$ cat config.mk
export PLATFORM = sky130hd
export DESIGN_NAME = mult_seq_unit_flat
export DESIGN_NICKNAME = d
export VERILOG_FILES = /design/src/rtl/mult_seq_unit_if.sv /design/src/rtl/mult_seq_unit.sv /design/src/flat_wrapper.sv
export SDC_FILE = /design/constraint.sdc
export NUM_CORES = 1
export LEC_CHECK = 0
export ABC_AREA = 1
export BUFFER_PORTS_ARGS = -buffer_cell sky130_fd_sc_hd__clkbuf_2
export CAP_MARGIN = 10
export CORE_UTILIZATION = 52
export DETAILED_ROUTE_END_ITERATION = 6
export PLACE_DENSITY = 0.8
export SLEW_MARGIN = 0
export SYNTH_ARGS = -nofsm -noshare
export SYNTH_HDL_FRONTEND = slang
export SYNTH_SLANG_ARGS = --single-unit
$ cat constraint.sdc
create_clock -name clk -period 7.2 [get_ports clk]
set_input_delay 0.72 -clock clk [delete_from_list [all_inputs] [get_ports clk]]
set_output_delay 0.72 -clock clk [all_outputs]
set_load 0.005 [all_outputs]
$ cat src/rtl/mult_seq_unit_if.sv
// mult_seq_unit_if: request/result bundle between execute stage and the sequential multiplier.
interface mult_seq_unit_if #(parameter int WIDTH = 32);
    logic [WIDTH-1:0] a;
    logic [WIDTH-1:0] b;
    logic             doMult;
    logic             is_signed;
    logic             busy;
    logic             mult_done;
    logic [WIDTH-1:0] out;
    logic [WIDTH-1:0] out_hi;
    modport master(output a, b, doMult, is_signed, input busy, mult_done, out, out_hi);
    modport slave(input a, b, doMult, is_signed, output busy, mult_done, out, out_hi);
endinterface

$ cat src/rtl/mult_seq_unit.sv
// mult_seq_unit: 32-step shift-add multiplier on magnitudes with sign fix-up
// and a 4-phase doMult/mult_done handshake.
module mult_seq_unit #(parameter int WIDTH = 32) (
    input logic          clk,
    input logic          reset,
    mult_seq_unit_if.slave bus
);
    localparam int CW = $clog2(WIDTH + 1);
    typedef enum logic [1:0] {IDLE, RUN, DONE} state_t;
    state_t             state, state_nx;
    logic [CW-1:0]      cnt, cnt_nx;
    logic [2*WIDTH-1:0] acc, acc_nx, mcand, mcand_nx, res, res_nx, sum;
    logic [WIDTH-1:0]   mplier, mplier_nx, mag_a, mag_b;
    logic               neg, neg_nx;
    assign mag_a = (bus.is_signed && bus.a[WIDTH-1]) ? -bus.a : bus.a;
    assign mag_b = (bus.is_signed && bus.b[WIDTH-1]) ? -bus.b : bus.b;
    assign sum   = acc + (mplier[0] ? mcand : '0);
    assign bus.busy      = state == RUN;
    assign bus.mult_done = state == DONE;
    assign bus.out       = res[WIDTH-1:0];
    assign bus.out_hi    = res[2*WIDTH-1:WIDTH];
    always_ff @(posedge clk) begin
        if (reset) begin
            state  <= IDLE;
            cnt    <= '0;
            acc    <= '0;
            mcand  <= '0;
            mplier <= '0;
            neg    <= 1'b0;
            res    <= '0;
        end else begin
            state  <= state_nx;
            cnt    <= cnt_nx;
            acc    <= acc_nx;
            mcand  <= mcand_nx;
            mplier <= mplier_nx;
            neg    <= neg_nx;
            res    <= res_nx;
        end
    end
    always_comb begin
        state_nx  = state;
        cnt_nx    = cnt;
        acc_nx    = acc;
        mcand_nx  = mcand;
        mplier_nx = mplier;
        neg_nx    = neg;
        res_nx    = res;
        case (state)
            IDLE: if (bus.doMult) begin
                state_nx  = RUN;
                cnt_nx    = '0;
                acc_nx    = '0;
                mcand_nx  = {{WIDTH{1'b0}}, mag_a};
                mplier_nx = mag_b;
                neg_nx    = bus.is_signed & (bus.a[WIDTH-1] ^ bus.b[WIDTH-1]);
            end
            RUN: begin
                acc_nx    = sum;
                mcand_nx  = mcand << 1;
                mplier_nx = mplier >> 1;
                cnt_nx    = cnt + 1'b1;
                // last step: the final partial sum goes straight to the result with sign applied
                if (cnt == CW'(WIDTH - 1)) begin
                    res_nx   = neg ? -sum : sum;
                    state_nx = DONE;
                end
            end
            DONE: state_nx = bus.doMult ? DONE : IDLE;
            default: state_nx = IDLE;
        endcase
    end
endmodule
$ cat src/flat_wrapper.sv
// flat-port wrapper written by rule: the top's interface ports become plain ports
module mult_seq_unit_flat 
#(parameter int WIDTH = 32)
  (clk, reset, bus_a, bus_b, bus_doMult, bus_is_signed, bus_busy, bus_mult_done, bus_out, bus_out_hi);
  mult_seq_unit_if #(.WIDTH(WIDTH)) bus_i ();
  input logic clk;
  input logic reset;
  input wire logic [$bits(bus_i.a)-1:0] bus_a;
  input wire logic [$bits(bus_i.b)-1:0] bus_b;
  input wire logic [$bits(bus_i.doMult)-1:0] bus_doMult;
  input wire logic [$bits(bus_i.is_signed)-1:0] bus_is_signed;
  output wire logic [$bits(bus_i.busy)-1:0] bus_busy;
  output wire logic [$bits(bus_i.mult_done)-1:0] bus_mult_done;
  output wire logic [$bits(bus_i.out)-1:0] bus_out;
  output wire logic [$bits(bus_i.out_hi)-1:0] bus_out_hi;
  assign bus_i.a = bus_a;
  assign bus_i.b = bus_b;
  assign bus_i.doMult = bus_doMult;
  assign bus_i.is_signed = bus_is_signed;
  assign bus_busy = bus_i.busy;
  assign bus_mult_done = bus_i.mult_done;
  assign bus_out = bus_i.out;
  assign bus_out_hi = bus_i.out_hi;
  mult_seq_unit #(.WIDTH(WIDTH)) u_core (.clk(clk), .reset(reset), .bus(bus_i));
endmodule
# After elaboration in Yosys (flattened, before gate mapping)
# Cells that the tools add are included.
# op_classes
n_bitwise	2
n_addsub	5
muxes	16
eq_ne	5
reduce_logical	8
# op_table
cell	count
$mux 64	4
$pmux 64 s2	2
$mux 32	3
$add 64x64->64	1
$neg 32->32	2
$neg 64->64	1
$pmux 32 s2	1
$pmux 6 s2	1
$reduce_and 2->1	4
$add 6x1->6 const B	1
$eq 6x5->1 const B	1
$mux 2	3
$mux 6	1
$pmux 2 s3	1
$eq 2x1->1 const B	1
$eq 2x2->1 const B	1
$logic_and 1x1->1	2
$logic_not 2->1	1
$ne 2x1->1 const B	1
$ne 2x2->1 const B	1
$reduce_bool 2->1	1
$and 1x1->1	1
$xor 1x1->1	1
# totals
in_bits	68
reg_bits	233
output_inout_bits	66

# Logic depth before layout (Yosys ltp)
# Gate-level depths: netlist of the first run.
# logic_depth
word_depth	4
mapped_depth	30
mapped_depth_nobuf	28

# Worst setup path after synthesis of the first run
# No wires, ideal clock.
# synth_path
kind	flip-flop to flip-flop
startpoint	register u_core.mplier[0]
endpoint	register u_core.res[61]
setup_slack_ps	3830
period_less_slack_ps	3370
path_buffers	2
arrival_ps	3253
stages_incl_launch_ff	28
path_cell_list	dfxtp_1 clkbuf_1 clkbuf_1 nand2_1 inv_1 ha_1 inv_1 fa_1 inv_1 nand3_1 nand2_2 nand2_1 nand2_1 nand2_1 nand2_1 nand2_1 nor2_2 nand3_2 nor2_4 nand3_4 inv_2 nand3_2 nor3_1 nand2_1 nand3_1 nand2_1 nor2_1 nor2_1
# synth_between
elab_chain_cells	4
# synth_rtl
item	line	source
from (decl)	mult_seq_unit.sv:13	logic [WIDTH-1:0] mplier, mplier_nx, mag_a, mag_b;
from (signal assigned)	mult_seq_unit.sv:36	mplier <= mplier_nx;
$mux 64 (*)	mult_seq_unit.sv:17	assign sum = acc + (mplier[0] ? mcand : '0);
$add 64x64->64 (*)	mult_seq_unit.sv:17	
$neg 64->64	mult_seq_unit.sv:65	res_nx = neg ? -sum : sum;
$mux 64 (*)	mult_seq_unit.sv:65	
to (signal assigned)	mult_seq_unit.sv:38	res <= res_nx;
to (decl)	mult_seq_unit.sv:12	logic [2*WIDTH-1:0] acc, acc_nx, mcand, mcand_nx, res, res_nx, sum;
# Mark *: on every way between the ends. The rest lies on a longest branch, timed or not.
# A chain may end at the register's enable or synchronous reset.

# Worst setup path after layout of the first run
# layout_path
startpoint	register u_core.mplier[0]
endpoint	register u_core.res[48]
# The elaborated chain is that of the path after synthesis.

==> Flow_metrics.wiki, run 1 <==
{| class="wikitable"
! Metric !! Value
|-
| Run status || complete, no violations
|-
| Height of the die || about 190 um
|-
| Top-count cell post-synth || sky130_fd_sc_hd__nand2_1
|-
| Post-synth ARST share || 0%
|-
| Post-Route Setup TNS || 0 ns
|-
| Post-placement cell count || ~3800
|-
| Portion of the post-synthesis area used by sequential elements || around a quarter
|-
| Cells taking the most area after synthesis || sky130_fd_sc_hd__nand2_1 25%, sky130_fd_sc_hd__dfxtp_1 25%, sky130_fd_sc_hd__inv_1 9.8%, sky130_fd_sc_hd__a21oi_1 6.4%, sky130_fd_sc_hd__nand3_1 5.2%
|-
| Largest stage delay, worst path || 0.60 ns
|-
| Antenna violations before repair || 0
|-
| Share of layout cells above drive strength 1 || between 8 and 9%
|-
| Hold Path Stages || 3
|-
| Number of nets in the layout || approximately 3500
|-
| DIE WIDTH || roughly 190 um
|-
| 1st-pass router iterations || 6
|-
| Number of vias per cell after detailed routing || between 5 and 6
|-
| Post-synth top area share || around a quarter
|-
| Cell internal pwr || roughly 2.2 mW
|-
| Average cell area after synthesis || 5.647 um^2
|-
| Post-layout utilization of the core || around three fifths
|-
| Power per standard cell area || between 150 and 200 mW/mm^2
|-
| Crit end category || flip-flop
|-
| Measured slew at the worst slew-check pin || 1.164 ns
|-
| Switching share of power || between 30% and 40%
|-
| Relative contribution of sequential cells to total power || 41.9%
|-
| Fmax || 223.1 MHz
|-
| Slowest cell on crit path || sky130_fd_sc_hd__buf_4
|-
| Number of pins exceeding their max-slew limit in the final report || 0
|-
| Count of non-filler cells in the finished layout || between 3000 and 4000
|-
| Setup CP Type || reg2reg
|-
| Leakage || ~11 nW
|-
| CTS tree || done
|-
| Core area || approximately 0.035 mm^2
|-
| Number of port buffers || around 130
|-
| Starting density of the core || 53.18%
|-
| DR vias || approximately 21000
|-
| Total track usage || 34.51%
|-
| Time the worst path needs with I/O delays and setup || approximately 4.5 ns
|-
| Clock buffers created by TritonCTS || 26
|-
| Detailed Route Iter0 Violations || approximately 2100
|-
| Reg-to-reg setup timing slack || ~2.7 ns
|-
| Global placement routability congestion || roughly 1.0
|-
| Floorplan row count || 68
|-
| RR Startpoint || u_core.mplier[0]$_SDFFE_PP0P_
|-
| Worst supply voltage drop on vdd || 0.1556 mV
|-
| Vias in the first global route || 18510
|-
| Global-route wire length before repair || 99210 um
|-
| Startpoint of the tightest hold check path || bus_a[0]
|-
| Clock skew || around 0.029 ns
|-
| Top-Level Pins || 134
|-
| Hold Path End || u_core.mcand[0]$_SDFFE_PP0P_
|-
| DRT Wirelength || 62910 um
|-
| Signed area change from the synthesized netlist to the final layout || 9.776%
|-
| Overall power after layout || between 3 and 4 mW
|-
| Proportion of power drawn by the clock network || 40.3%
|-
| Multi-input combinational cell area || roughly 0.012 mm^2
|-
| Endpoint of the most critical register-to-register path || u_core.res[48]$_SDFFE_PP0P_
|-
| Detailed placer's ending HPWL || roughly 49000 um
|-
| Worst endpoint data arrival time || 4.95 ns
|-
| Worst-skew pair later-pin latency || ~0.57 ns
|-
| Final setup violation count || 0
|-
| Hold Vio Cnt, Final || 0
|-
| Total overflow reported by the global router || 0
|-
| Resized cells post-CTS || 0
|-
| Number of instances in the synthesized netlist || around 3300
|-
| Synth area leader || sky130_fd_sc_hd__nand2_1
|-
| Cell count of the worst reg-to-reg path || 26
|-
| DRC errors left || 0
|-
| Cts hold-fix bufs || 0
|-
| Die outline area || between 0.03 and 0.04 mm^2
|-
| DRT antenna net count || 0
|-
| Number of H-tree levels || 1
|-
| Post-synth cell types || 50
|-
| Share of the clock period used by the worst path after layout || between 60% and 70%
|-
| Max-capacitance violation count || 0
|-
| List of most frequent post-synthesis cells || 1243 x sky130_fd_sc_hd__nand2_1, 483 x sky130_fd_sc_hd__inv_1, 251 x sky130_fd_sc_hd__nor2_1, 237 x sky130_fd_sc_hd__a21oi_1, 233 x sky130_fd_sc_hd__dfxtp_1
|-
| Hold WS || between 0.4 and 0.5 ns
|-
| Worst Setup Start Kind || flip-flop
|-
| Flip-flop cell with the highest count after synthesis || sky130_fd_sc_hd__dfxtp_1
|-
| Clock input transition at the sequential cells of the worst setup and hold paths || 0.07 ns
|-
| Required time worst endpoint || around 7.7 ns
|-
| Synthesized cell area || approximately 0.019 mm^2
|-
| Total number of yosys warnings || 0
|-
| Pin count of the biggest net entering global routing || 95
|-
| Setup repair after global routing missed its margin || no
|-
| Type of the worst min-delay path || in2reg
|-
| Largest fanout on the critical path || 65
|-
| Root Buffer || sky130_fd_sc_hd__clkbuf_16
|-
| Final-layout fill cell count || roughly 3500
|-
| Clk sink count || between 200 and 250
|-
| Register area || between 0.004 and 0.005 mm^2
|-
| Post-detailed-route wirelength per cell || about 16 um
|-
| Longest Clk Path Bufs || 3
|-
| Post-synth EDFFs || 0
|-
| Gate power share || about 18%
|-
| Setup Buffers After CTS || 0
|-
| Cell occurring most often along the worst timing path || sky130_fd_sc_hd__nand2_1
|-
| Worst relative slew slack || between 20% and 30%
|-
| Count of antenna diodes in the layout || 0
|-
| Yosys reg bits || ~230
|-
| Switching power of the nets || slightly above 1 mW
|-
| Post-Synthesis Net Count || approximately 3400
|}
-- area by class of cell --
class / count / area share, %
timing repair buffer: 146 / 3.788
clock inverter: 9 / 0.3449
clock buffer: 36 / 3.781
inverter: 500 / 9.238
sequential: 233 / 22.97
multi-input combinational: 2440 / 57.07
tap: 455 / 2.802
-- placed cells by master (no fill, tap or decap), drive strengths merged, types with 4 or more instances in the layout --
cell / Yosys / routed
o21bai: 14 / 14
nand3: 204 / 204
ha: 67 / 67
a21oi: 238 / 238
o21ai: 123 / 123
buf: 11 / 14
nand2: 1260 / 1260
or2: 16 / 16
a31oi: 68 / 68
nor2: 282 / 282
xor2: 27 / 27
o211ai: 9 / 9
o21a: 4 / 4
nand3b: 27 / 27
xnor2: 12 / 12
nor3: 33 / 33
nor4: 5 / 5
dfxtp: 233 / 233
o221ai: 9 / 9
inv: 498 / 501
clkbuf: 93 / 168
clkinv: 2 / 7
nand4: 23 / 23
-- logic make-up after synthesis --
group                    count (synthesis)  share of synthesized area (%)
AND/OR/NAND/NOR                       1857                          41.84
buffers and inverters                  604                          12.26
AO/OA/AOI/OAI                          476                          14.11
flip-flops                             233                          25.20
adder cells (fa/ha/maj)                 68                          4.638
XOR/XNOR                                39                          1.947
-- metrics by stage --
stage / area (um^2) / worst slack [ns]
5_1_grt: 20320 / 2.372
3_3_place_gp: 19480 / 2.944
6_report: 20320 / 2.718
3_5_place_dp: 19480 / 2.874
4_1_cts: 20320 / 2.855
2_1_floorplan: 18510 / 3.830
-- worst max-delay path, delay by kind of cell, from the launching register on --
family / cells / cell delay, ns
buffers and inverters: 6 / 1.02
AOI/OAI and AO/OA: 1 / 0.17
and+or+nand+nor: 17 / 2.21
DFF: 1 / 0.31
adders and majority gates: 2 / 0.64
-- worst max-delay path by stage --
stage | startpoint | endpoint | slack (ns)
after global routing | u_core.mplier[0]$_SDFFE_PP0P_ | u_core.res[48]$_SDFFE_PP0P_ | 2.37
after global placement | u_core.mplier[0]$_SDFFE_PP0P_ | u_core.res[57]$_SDFFE_PP0P_ | 2.94
after floorplan | u_core.mplier[0]$_SDFFE_PP0P_ | u_core.res[61]$_SDFFE_PP0P_ | 3.83
after CTS | u_core.mplier[0]$_SDFFE_PP0P_ | u_core.res[48]$_SDFFE_PP0P_ | 2.86
final | u_core.mplier[0]$_SDFFE_PP0P_ | u_core.res[48]$_SDFFE_PP0P_ | 2.72
after detailed placement | u_core.mplier[0]$_SDFFE_PP0P_ | u_core.res[48]$_SDFFE_PP0P_ | 2.87
-- state kept, by name, indices dropped and copies added, names as in the netlist --
name / count
u_core.mplier: 32
u_core.neg: 1
u_core.acc: 64
u_core.mcand: 64
u_core.res: 64
u_core.cnt: 6
u_core.state: 2
-- routing by layer --
| metal | vias up | part of all wire [%] | track usage [%] |
|---|---|---|---|
| met5 | - | 0 | 0 |
| met2 | 936 | 41 | 51.73 |
| met1 | 9354 | 45 | 50.11 |
| li1 | 10460 | - | - |
| met3 | 118 | 11 | 5.447 |
| met4 | 0 | 3.0 | 10.77 |
-- power groups by stage --
stage	Sequential, mW	Clock, mW	Combinational (mW)
2_1_floorplan	1.38	0	0.406
3_3_place_gp	1.39	0	0.563
3_5_place_dp	1.39	0	0.567
4_1_cts	1.37	1.33	0.569
5_1_grt	1.37	1.37	0.641
6_report	1.37	1.32	0.581
Power figures use the tool's default switching activity.
==> inputs of run 2 (changes only) <==
- ABC_AREA: 1 -> 0
- PLACE_DENSITY: 0.8 -> 0.81
- clock period: 7.2 -> 4.5 ns (I/O delays scaled with it)
==> Flow_metrics.wiki, run 2 <==
{| class="wikitable"
! Metric !! Value
|-
| Kind of cell with the highest combined delay on the critical path || simple AND/OR/NAND/NOR gates
|-
| Total number of yosys warnings || 0
|-
| Yosys reg bits || 233
|-
| Worst setup path start || u_core.mplier[0]$_SDFFE_PP0P_
|-
| Measured slew at the worst slew-check pin || 1.067 ns
|-
| Detailed Route Iter0 Violations || ~1800
|-
| Antenna violations before repair || 1
|-
| Worst Path Buf+Inv || 2
|-
| CTS tree || done
|-
| Global-route wire length before repair || slightly below 90000 um
|-
| Share of layout cells above drive strength 1 || between 20% and 30%
|-
| Number of vias per cell after detailed routing || 6.109
|-
| Height of the die || roughly 180 um
|-
| Largest fanout on the critical path || 7
|-
| DIE WIDTH || roughly 180 um
|-
| Required time worst endpoint || about 5.0 ns
|-
| DRT antenna net count || 0
|-
| Largest registers || u_core.acc (64), u_core.mcand (64), u_core.res (64)
|-
| Clock buffers created by TritonCTS || 26
|-
| Setup CP Type || reg2reg
|-
| Final std cell area, no fill || ~0.021 mm^2
|-
| Synth area leader || sky130_fd_sc_hd__dfxtp_1
|-
| Clock input transition at the sequential cells of the worst setup and hold paths || 0.06 ns
|-
| Number of H-tree levels || 1
|-
| Post-Synthesis Net Count || between 2000 and 2500
|-
| Most common cell after layout, fill and taps aside || sky130_fd_sc_hd__buf_4
|-
| Max-capacitance violation count || 0
|-
| Detailed placer's ending HPWL || between 40000 and 50000 um
|-
| Starting density of the core || a little over half
|-
| Total track usage || around a third
|-
| Type of the worst min-delay path || in2reg
|-
| Largest stage delay, worst path || 0.62 ns
|-
| Reg-to-reg setup timing slack || -0.09 ns
|-
| Flip-flop cell with the highest count after synthesis || sky130_fd_sc_hd__dfxtp_1
|-
| Worst endpoint data arrival time || 5.06 ns
|-
| Overall power after layout || roughly 5.2 mW
|-
| Cells taking the most area after synthesis || sky130_fd_sc_hd__dfxtp_1 29%, sky130_fd_sc_hd__a21oi_1 8.7%, sky130_fd_sc_hd__nand2_1 6.3%, sky130_fd_sc_hd__ha_1 5.2%, sky130_fd_sc_hd__nor2_1 4.7%
|-
| Final setup violation count || 9
|-
| Startpoint of the tightest hold check path || bus_a[0]
|-
| DP Worst Slack || -0.2872 ns
|-
| Power per standard cell area || roughly 250 mW/mm^2
|-
| Top-Level Pins || between 100 and 150
|-
| Post-synth ARST share || 0%
|-
| Number of port buffers || 133
|-
| Longest Clk Path Bufs || 3
|-
| Stages on worst setup path || 17
|-
| Ordered list of cells on the worst path || and2_4, ha_4, inv_2, fa_2, nor2b_4, o31a_1, buf_4, o21ai_4, a21oi_4, a21o_1, xor2_2, or4_4, or4_4, or4_4, nor3b_4, o21ai_1, a311oi_2
|-
| Fmax || around 220 MHz
|-
| Worst-case setup margin in the final layout || -0.09257 ns
|-
| Signed area change from the synthesized netlist to the final layout || 28.67%
|-
| Crit end category || flip-flop
|-
| Post-Route Setup TNS || -0.3689 ns
|-
| Setup repair after global routing missed its margin || yes
|-
| Floorplan row count || 64
|-
| DRC errors left || 0
|-
| Final-layout fill cell count || ~2600
|-
| Worst Setup Start Kind || flip-flop
|-
| DRT Wirelength || approximately 57000 um
|-
| Post-synth top area share || between 20% and 30%
|-
| Time the worst path needs with I/O delays and setup || about 4.6 ns
|-
| 1st-pass router iterations || 6
|-
| Vias in the first global route || 16140
|-
| DR vias || approximately 18000
|-
| Worst relative slew slack || between 20% and 30%
|-
| Portion of the post-synthesis area used by sequential elements || around 29%
|-
| RR Startpoint || u_core.mplier[0]$_SDFFE_PP0P_
|-
| Leakage || 8.479 nW
|-
| Cell occurring most often along the worst timing path || sky130_fd_sc_hd__or4_4
|-
| Standard cell area after detailed placement || between 0.015 and 0.02 mm^2
|-
| Clk sink count || approximately 230
|-
| Post-synth EDFFs || 0
|-
| List of most frequent post-synthesis cells || 281 x sky130_fd_sc_hd__a21oi_1, 272 x sky130_fd_sc_hd__nand2_1, 233 x sky130_fd_sc_hd__dfxtp_1, 203 x sky130_fd_sc_hd__nor2_1, 124 x sky130_fd_sc_hd__clkbuf_1
|-
| Post-detailed-route wirelength per cell || a little under 20 um
|-
| Pin count of the biggest net entering global routing || ~130
|-
| Hold Path Stages || 3
|-
| Average cell area after synthesis || between 7 and 8 um^2
|-
| Hold Vio Cnt, Final || 0
|-
| Post-synth cell types || 87
|-
| Worst supply voltage drop on vdd || 0.2196 mV
|-
| Number of nets in the layout || 2656
|-
| Die outline area || 0.03197 mm^2
|-
| Clock skew || between 0.01 and 0.015 ns
|-
| Share of the clock period used by the worst path after layout || 102.1%
|-
| Slowest cell on crit path || sky130_fd_sc_hd__or4_4
|-
| Cts hold-fix bufs || 0
|-
| Number of pins exceeding their max-slew limit in the final report || 0
|-
| Root Buffer || sky130_fd_sc_hd__clkbuf_16
|-
| Core area || ~0.031 mm^2
|-
| Global placement routability congestion || 1.013
|-
| Number of instances in the synthesized netlist || about 2200
|-
| Violated checks || negative setup slack
|-
| Most used cells in the layout excluding fill and tap cells || 290 x sky130_fd_sc_hd__buf_4, 267 x sky130_fd_sc_hd__nand2_1, 260 x sky130_fd_sc_hd__a21oi_1
|-
| Total overflow reported by the global router || 0
|-
| Post-layout utilization of the core || 68.20%
|-
| Cell count of the worst reg-to-reg path || 17
|-
| Synthesized cell area || approximately 0.016 mm^2
|-
| Run status || complete, but fails checks
|-
| Worst-skew pair later-pin latency || roughly 0.55 ns
|-
| Top-count cell post-synth || sky130_fd_sc_hd__a21oi_1
|}
[run 2: timing repair]
item                       in CTS  in global routing
setup endpoints to repair      21                 32
setup buffers                  17                 14
cloned                          2                  0
resized for setup              80                 48
hold endpoints to repair        0                  0
pin swaps                      28                 41
[run 2: final cells by class]
| type | count | area, um^2 | share of cell area [%] |
|---|---|---|---|
| Antenna cell | 1 | 2.502 | 0.01196 |
| Clock buffer | 36 | 779.5 | 3.727 |
| Clock inverter | 11 | 120.1 | 0.5743 |
| Inverter | 31 | 118.9 | 0.5683 |
| Multi-Input combinational cell | 1795 | 11660 | 55.75 |
| Sequential cell | 233 | 4669 | 22.33 |
| Tap cell | 396 | 495.5 | 2.369 |
| Timing Repair Buffer | 433 | 3069 | 14.67 |
[run 2: layer usage]
metal	vias to the layer above	track usage, %	routed length (um)
met2	753	51.56	24270
met1	8477	51.18	26370
li1	8625	-	-
met4	0	7.309	1059
met5	-	0	0
met3	81	5.492	5171
[run 2: cell families after synthesis]
kind of cell             synth area share [%]
multiplexers                           0.1848
adder cells (fa/ha/maj)                 5.281
AND/OR/NAND/NOR                         25.07
XOR/XNOR                                8.398
AO/OA/AOI/OAI                           28.14
buffers and inverters                   4.234
flip-flops                              28.70
[run 2: worst register-to-register path, stage by stage (launching register included)]
cell                       delay (ns)
sky130_fd_sc_hd__dfxtp_4         0.43
sky130_fd_sc_hd__and2_4          0.18
sky130_fd_sc_hd__ha_4            0.12
sky130_fd_sc_hd__inv_2           0.03
sky130_fd_sc_hd__fa_2            0.36
sky130_fd_sc_hd__nor2b_4         0.13
sky130_fd_sc_hd__o31a_1          0.24
sky130_fd_sc_hd__buf_4           0.16
sky130_fd_sc_hd__o21ai_4         0.07
sky130_fd_sc_hd__a21oi_4         0.16
sky130_fd_sc_hd__a21o_1          0.25
sky130_fd_sc_hd__xor2_2          0.11
sky130_fd_sc_hd__or4_4           0.51
sky130_fd_sc_hd__or4_4           0.55
sky130_fd_sc_hd__or4_4           0.62
sky130_fd_sc_hd__nor3b_4         0.23
sky130_fd_sc_hd__o21ai_1         0.10
sky130_fd_sc_hd__a311oi_2        0.27
[run 2: worst paths after layout]
check | endpoint
worst max-delay path | u_core.res[58]$_SDFFE_PP0P_
worst max register to register | u_core.res[58]$_SDFFE_PP0P_
worst min register to register | u_core.mcand[40]$_SDFFE_PP0P_
worst min-delay path | u_core.mcand[0]$_SDFFE_PP0P_
[run 2: stage by stage]
step,instances,hold WS [ns]
after global routing,2935,0.2102
after global placement,2855,0.4486
after detailed placement,2855,0.4564
final,2936,0.1944
after CTS,2921,0.1713
after floorplan,2208,0.4317
[run 2: power by group]
| part | leakage [nW] | total, mW | switching (mW) | internal (mW) |
|---|---|---|---|---|
| sequential | 1.89 | 2.16 | 0.0465 | 2.12 |
| combinational | 6.15 | 0.798 | 0.481 | 0.317 |
| clock | 0.444 | 2.23 | 0.901 | 1.32 |
